### src/rtl/vga_pkg.sv
// Shared definitions for the VGA raster timing generator: default mode,
// counter width and the bundle of timing flags carried by the delay line.
package vga_pkg;

    localparam int CNT_W     = 13;
    localparam int MAX_TOTAL = 8192;

    // 1600x1200@60, 162 MHz pixel clock
    localparam int DEF_H_ACTIVE = 1600;
    localparam int DEF_H_FP     = 64;
    localparam int DEF_H_SYNC   = 192;
    localparam int DEF_H_BP     = 304;
    localparam int DEF_V_ACTIVE = 1200;
    localparam int DEF_V_FP     = 1;
    localparam int DEF_V_SYNC   = 3;
    localparam int DEF_V_BP     = 46;

    localparam logic DEF_H_POL = 1'b1;
    localparam logic DEF_V_POL = 1'b1;

    typedef struct packed {
        logic active;
        logic hsync;
        logic vsync;
    } vga_timing_t;

    // Blanking value of the timing flags for a given sync polarity.
    function automatic vga_timing_t idle_timing(logic h_pol, logic v_pol);
        vga_timing_t t;
        t.active = 1'b0;
        t.hsync  = ~h_pol;
        t.vsync  = ~v_pol;
        return t;
    endfunction

endpackage

### src/rtl/vga_delay_line.sv
// Fixed-depth shift register for the timing flags, so the pins can be
// aligned with a registered pixel pipeline. Depth 0 is a plain wire.
module vga_delay_line
    import vga_pkg::*;
#(
    parameter int          DEPTH = 1,
    parameter vga_timing_t IDLE  = '0
) (
    input  logic        CLK,
    input  logic        RST_N,
    input  vga_timing_t din,
    output vga_timing_t dout
);

    if (DEPTH == 0) begin : g_pass
        logic unused_clk_rst;
        assign unused_clk_rst = CLK ^ RST_N;
        assign dout = din;
    end else begin : g_pipe
        vga_timing_t stages [DEPTH];

        // Shift one stage per clock; reset flushes every stage to blanking.
        always_ff @(posedge CLK) begin
            if (!RST_N) begin
                for (int i = 0; i < DEPTH; i++) stages[i] <= IDLE;
            end else begin
                stages[0] <= din;
                for (int i = 1; i < DEPTH; i++) stages[i] <= stages[i-1];
            end
        end

        assign dout = stages[DEPTH-1];
    end

endmodule

### src/rtl/vga_timing.sv
// Raster timing generator: free-running h/v counters with registered
// ACTIVE/sync/start decodes, plus delayed copies of the timing flags.
module vga_timing
    import vga_pkg::*;
#(
    parameter int   H_ACTIVE   = DEF_H_ACTIVE,
    parameter int   H_FP       = DEF_H_FP,
    parameter int   H_SYNC     = DEF_H_SYNC,
    parameter int   H_BP       = DEF_H_BP,
    parameter int   V_ACTIVE   = DEF_V_ACTIVE,
    parameter int   V_FP       = DEF_V_FP,
    parameter int   V_SYNC     = DEF_V_SYNC,
    parameter int   V_BP       = DEF_V_BP,
    parameter logic H_POL      = DEF_H_POL,
    parameter logic V_POL      = DEF_V_POL,
    parameter int   PIPE_DELAY = 1
) (
    input  logic             CLK,
    input  logic             RST_N,
    output logic [CNT_W-1:0] h,
    output logic [CNT_W-1:0] v,
    output logic             ACTIVE,
    output logic             HSYNC,
    output logic             VSYNC,
    output logic             LINE_START,
    output logic             FRAME_START,
    output logic             ACTIVE_D,
    output logic             HSYNC_D,
    output logic             VSYNC_D
);

    localparam int H_TOTAL    = H_ACTIVE + H_FP + H_SYNC + H_BP;
    localparam int V_TOTAL    = V_ACTIVE + V_FP + V_SYNC + V_BP;
    localparam int H_SYNC_BEG = H_ACTIVE + H_FP;
    localparam int H_SYNC_END = H_SYNC_BEG + H_SYNC;
    localparam int V_SYNC_BEG = V_ACTIVE + V_FP;
    localparam int V_SYNC_END = V_SYNC_BEG + V_SYNC;

    localparam logic [CNT_W-1:0] H_LAST = CNT_W'(H_TOTAL - 1);
    localparam logic [CNT_W-1:0] V_LAST = CNT_W'(V_TOTAL - 1);
    localparam logic [CNT_W-1:0] ONE    = CNT_W'(1);

    localparam vga_timing_t IDLE = idle_timing(H_POL, V_POL);

    if (H_TOTAL > MAX_TOTAL || V_TOTAL > MAX_TOTAL) begin : g_bad_total
        $fatal(1, "vga_timing: H_TOTAL/V_TOTAL exceed 13-bit counter range");
    end
    if (PIPE_DELAY < 0 || PIPE_DELAY > 15) begin : g_bad_delay
        $fatal(1, "vga_timing: PIPE_DELAY must be 0..15");
    end

    logic [CNT_W-1:0] h_nxt;
    logic [CNT_W-1:0] v_nxt;
    logic             active_nxt;
    logic             hsync_on;
    logic             vsync_on;

    // Next raster position; wrap is by compare so no overflow is relied on.
    always_comb begin
        h_nxt = h + ONE;
        v_nxt = v;
        if (h == H_LAST) begin
            h_nxt = '0;
            v_nxt = (v == V_LAST) ? '0 : v + ONE;
        end
    end

    // Decodes use the next position so they land in the same cycle as h/v.
    always_comb begin
        active_nxt = (int'(h_nxt) < H_ACTIVE) && (int'(v_nxt) < V_ACTIVE);
        hsync_on   = (int'(h_nxt) >= H_SYNC_BEG) && (int'(h_nxt) < H_SYNC_END);
        vsync_on   = (int'(v_nxt) >= V_SYNC_BEG) && (int'(v_nxt) < V_SYNC_END);
    end

    // Counter and decode registers; reset parks on the last blanking pixel
    // so the first released edge presents pixel (0, 0).
    always_ff @(posedge CLK) begin
        if (!RST_N) begin
            h           <= H_LAST;
            v           <= V_LAST;
            ACTIVE      <= 1'b0;
            HSYNC       <= ~H_POL;
            VSYNC       <= ~V_POL;
            LINE_START  <= 1'b0;
            FRAME_START <= 1'b0;
        end else begin
            h           <= h_nxt;
            v           <= v_nxt;
            ACTIVE      <= active_nxt;
            HSYNC       <= hsync_on ? H_POL : ~H_POL;
            VSYNC       <= vsync_on ? V_POL : ~V_POL;
            LINE_START  <= (h_nxt == '0);
            FRAME_START <= (h_nxt == '0) && (v_nxt == '0);
        end
    end

    vga_timing_t timing_now;
    vga_timing_t timing_dly;

    assign timing_now.active = ACTIVE;
    assign timing_now.hsync  = HSYNC;
    assign timing_now.vsync  = VSYNC;

    vga_delay_line #(
        .DEPTH (PIPE_DELAY),
        .IDLE  (IDLE)
    ) u_delay (
        .CLK   (CLK),
        .RST_N (RST_N),
        .din   (timing_now),
        .dout  (timing_dly)
    );

    assign ACTIVE_D = timing_dly.active;
    assign HSYNC_D  = timing_dly.hsync;
    assign VSYNC_D  = timing_dly.vsync;

endmodule

### config.mk
export PLATFORM = sky130hd
export DESIGN_NAME = vga_timing
export DESIGN_NICKNAME = d
export VERILOG_FILES = /design/src/rtl/vga_pkg.sv /design/src/rtl/vga_delay_line.sv /design/src/rtl/vga_timing.sv
export SDC_FILE = /design/constraint.sdc
export NUM_CORES = 1
export LEC_CHECK = 0
export ABC_AREA = 1
export CORE_ASPECT_RATIO = 1.5
export CORE_UTILIZATION = 42
export DETAILED_ROUTE_END_ITERATION = 16
export HOLD_SLACK_MARGIN = 0.05
export PLACE_DENSITY = 0.65
export SLEW_MARGIN = 30
export SYNTH_ARGS = -nofsm -noshare
export SYNTH_HDL_FRONTEND = slang
export SYNTH_SLANG_ARGS = --single-unit
### constraint.sdc
create_clock -name CLK -period 2.9 [get_ports CLK]
set_input_delay 0.435 -clock CLK [delete_from_list [all_inputs] [get_ports CLK]]
set_output_delay 0.435 -clock CLK [all_outputs]
set_load 0.01 [all_outputs]
==> results.txt <==
Measured against its own limit, the worst slew margin works out to 0.6772. The number of nets in the synthesized netlist came out at 360. For this run, design rule violations remaining after detail routing come to 0.

The TritonCTS clock tree is yes. The first global-routing pass estimated 9.922 mm of wire. The H-tree was split into 2 levels. The path with the worst hold slack has its endpoint at u_delay.g_pipe.stages[0][0]. The die is between 60 and 70 microns wide. The final weighted congestion of routability-driven global placement came out at 0.9006. The overall global routing resource usage is 0.2361. The share of the yosys chip area belonging to registers is 0.3089. The pin count of the biggest net entering global routing came out at 18. Dividing total power by cell area gives a power density of about 950 mW/mm^2. The number of failing setup endpoints in the final timing report came out at 0. The flow ran to the end, and the final reports show no timing, DRC or antenna violations. After floorplanning, the core was divided into 31 placement rows.

For this block, the initial DRC count from the detailed router was 119. The footprint of the multi-input gates is 0.001296 sq mm. For the worst flop-to-flop path, the logic depth is 12. The final-layout fill cell count is roughly 500. In this design, the stage delay of the slowest critical-path cell is between 0.4 and 0.5 ns. The number of antenna violations at the first check in global routing is 0.

The number of max-cap violations came out at 0. The worst-margin pin slew is 0.4836 ns. The I/O pin total is 36.

The starting density of the core is 0.4473. The most numerous cell type found on the critical path is sky130_fd_sc_hd__nand2_1. The source of the worst register-to-register timing path is h[0]. The via total after detailed routing came out at 2255. The die boundary height came out at 90.71 microns. The total core area came out at 0.004926 sq mm. The clock tree buffer depth came out at 2.

In this run, post-CTS hold repair placed 0 buffers. The wire length per cell came out at 12.75 microns. The minimum setup slack among reg-to-reg paths is 0.79 ns. The critical path required time came out at 3.07 ns.

The number of placed instances, taps included came out at 452. The worst hold-check path type is reg -> reg. The number of cells upsized or downsized after cts is 0. The worst path arrival time is approximately 2.3 ns. The number of warnings reported in the yosys synthesis log is 0. The post-layout instance count excluding filler cells came out at around 460.

After detailed routing, the total wire length is 5.852 mm. Adding up every negative setup slack in the final design gives 0 ns. The largest individual stage delay along the critical path comes from the cell sky130_fd_sc_hd__dfxtp_1. The share of flip-flops with an asynchronous set or reset after synthesis came out at 0. The maximum clock skew at final layout is 0.003760 ns.

The worst register-to-register path ends at ACTIVE. In this run the mean area of a mapped cell was between 6 and 7 sq um. STA classifies the critical path endpoint as a flop. The number of sinks driven by the clock tree is 34. The number of antenna diodes came out at 0.

The leakage power is 1.367 nW. The synthesized flop and latch total is 34. The number of antenna-violating nets in the routed design is 0. The detailed-placement wirelength estimate came out at 4.528 mm.

The startpoint type of the worst setup path is a flop. The number of vias per cell after detailed routing came out at 4.913. The area of the mapped netlist came out at 0.002203 sq mm. The count of endpoints failing hold in the final timing report came out at 0. After clock tree synthesis, the clock-pin slew on the worst setup and hold paths is 0.07 ns.

The maximum vdd ir drop came out at 0.5361 mV. The residual overflow from global routing came out at 0. Counting instances, the worst hold path has a depth of 2. Counting flops with a built-in enable in the synthesized netlist gives 0.

The total iterations of the first detailed-routing run is 4. The fraction of final layout cells sized beyond drive strength 1 came out at 0.1094. The number of buffers inserted by port buffering is 35.

The cell at the root of the clock tree is sky130_fd_sc_hd__clkbuf_8. The critical path goes through ha_1 > nand3_2 > inv_2 > nand2_4 > nor2_8 > nand2_1 > nand2_1 > nand2_1 > nor2_2 > inv_1 > nor2_1 > nor2_1. The total clock buffers created by CTS is 5. The source of the worst hold timing path is VSYNC. The post-synthesis cell count came out at about 350. The share of the clock period used by the worst path is 0.7272. The distinct cell type count of the synthesized netlist is 28. Setup repair after global routing left no endpoint under its margin.

The number of nets in the layout came out at between 300 and 400. Among all flip-flop cells after synthesis, the most frequent one is sky130_fd_sc_hd__dfxtp_1. The worst setup path is of the reg -> reg kind. The area growth from synthesis to layout is 23.51%. The floorplan step defined a die boundary enclosing 0.005546 sq mm. The count of buffers added by post-CTS timing repair for setup is 0.

The sequential cells in the finished layout cover a total of 680.7 sq um. In this run the worst path has a maximum fanout of 17. The clock period minus worst slack is 2.109 ns.

Clock latency on the worst-skew pair, taken at its later pin, is 0.28 ns. The via count of the first global-routing pass is around 2200. The maximum achievable frequency came out at 0.4742 GHz. The max-slew violation count was 0.
metrics by stage:
stage | total power, mW | utilization | area, sq um | hold slack [ns] | setup WS (ns)
3_3_place_gp | 2.136 | 0.5296 | 2609 | 0.4172 | 0.8813
3_5_place_dp | 2.132 | 0.5296 | 2609 | 0.4262 | 0.8264
4_1_cts | 2.589 | 0.5525 | 2721 | 0.4369 | 0.7889
6_report | 2.580 | 0.5525 | 2721 | 0.4343 | 0.7910
5_1_grt | 2.807 | 0.5525 | 2721 | 0.4663 | 0.5407
2_1_floorplan | 1.735 | - | 2203 | 0.4613 | 1.045
synth_stat cells, types with 3 or more instances:
library cell	n	share of area
sky130_fd_sc_hd__or2_2	3	0.0085
sky130_fd_sc_hd__nand3_2	9	0.041
sky130_fd_sc_hd__nor2_1	61	0.10
sky130_fd_sc_hd__inv_1	47	0.080
sky130_fd_sc_hd__nand2_1	108	0.18
sky130_fd_sc_hd__dfxtp_1	34	0.31
sky130_fd_sc_hd__a21oi_1	4	0.0091
sky130_fd_sc_hd__xor2_1	7	0.028
sky130_fd_sc_hd__nand3_1	34	0.077
sky130_fd_sc_hd__nand4_1	10	0.028
sky130_fd_sc_hd__ha_1	4	0.023
sky130_fd_sc_hd__nand2_2	7	0.020
sky130_fd_sc_hd__nor2_2	8	0.023
report_power, final:
part / switching, mW / total, mW / leakage (nW) / internal [mW]
logic: 0.876 / 1.41 / 1.03 / 0.536
registers: 0.160 / 0.726 / 0.277 / 0.566
clock network: 0.167 / 0.442 / 0.0573 / 0.275
cells in the final DEF (no fill, tap or decap), types with 2 or more instances in the layout:
master                            synthesis  final
sky130_fd_sc_hd__a21oi_1                  4      4
sky130_fd_sc_hd__buf_4                    0      2
sky130_fd_sc_hd__clkbuf_8                 0      6
sky130_fd_sc_hd__clkdlybuf4s50_1          0     35
sky130_fd_sc_hd__dfxtp_1                 34     34
sky130_fd_sc_hd__ha_1                     4      4
sky130_fd_sc_hd__inv_1                   47     47
sky130_fd_sc_hd__inv_2                    2      2
sky130_fd_sc_hd__nand2_1                108    108
sky130_fd_sc_hd__nand2_2                  7      7
sky130_fd_sc_hd__nand3_1                 34     34
sky130_fd_sc_hd__nand3_2                  9      9
sky130_fd_sc_hd__nand4_1                 10     10
sky130_fd_sc_hd__nor2_1                  61     61
sky130_fd_sc_hd__nor2_2                   8      8
sky130_fd_sc_hd__o21ai_1                  2      2
sky130_fd_sc_hd__or2_2                    3      3
sky130_fd_sc_hd__xor2_1                   7      7
metal layers:
layer	track usage	share of wire	vias to the layer above
met5	0	0	-
met4	0.1496	0.049	0
met3	0.03582	0.034	24
met2	0.3976	0.51	72
met1	0.2612	0.40	985
li1	-	-	1174
how the worst max path moves through the flow:
stage / from / end / slack (ns) / depth (start not counted)
after floorplan: h[0] / ACTIVE / 1.05 / 13
after CTS: h[0] / ACTIVE / 0.79 / 12
after global routing: h[0] / FRAME_START / 0.54 / 11
after detailed placement: h[0] / ACTIVE / 0.83 / 12
after global placement: h[0] / FRAME_START / 0.88 / 13
final: h[0] / ACTIVE / 0.79 / 12
area by class of cell:
| cell class | instances | area share |
|---|---|---|
| Timing Repair Buffer | 37 | 0.1343 |
| Clock inverter | 1 | 0.01103 |
| Tap cell | 66 | 0.03034 |
| Inverter | 49 | 0.06759 |
| Multi-Input combinational cell | 266 | 0.4763 |
| Sequential cell | 34 | 0.2501 |
| Clock buffer | 6 | 0.03034 |
registers in the layout (all words and copies together), names as in the netlist:
name                   flops
ACTIVE                     1
FRAME_START                1
HSYNC                      1
LINE_START                 1
VSYNC                      1
h                         13
u_delay.g_pipe.stages      3
v                         13
logic make-up (layout without fill, tap and decap cells):
family                     Yosys count  in the layout  share of synthesized area
AOI/OAI and AO/OA                    9              9                    0.02328
xor gates and xnor gates             7              7                    0.02783
adders and majority gates            4              4                    0.02272
buffers and inverters               54             93                     0.1028
DFF                                 34             34                     0.3089
and+or+nand+nor                    246            246                     0.5145
critical path: cells and delay by family, from the launching register on:
kind	cells	cell delay (ns)
flops	1	0.43
fa+ha+maj	1	0.28
buf+inv	2	0.20
simple gates	9	1.09
Power figures use the tool's default switching activity.
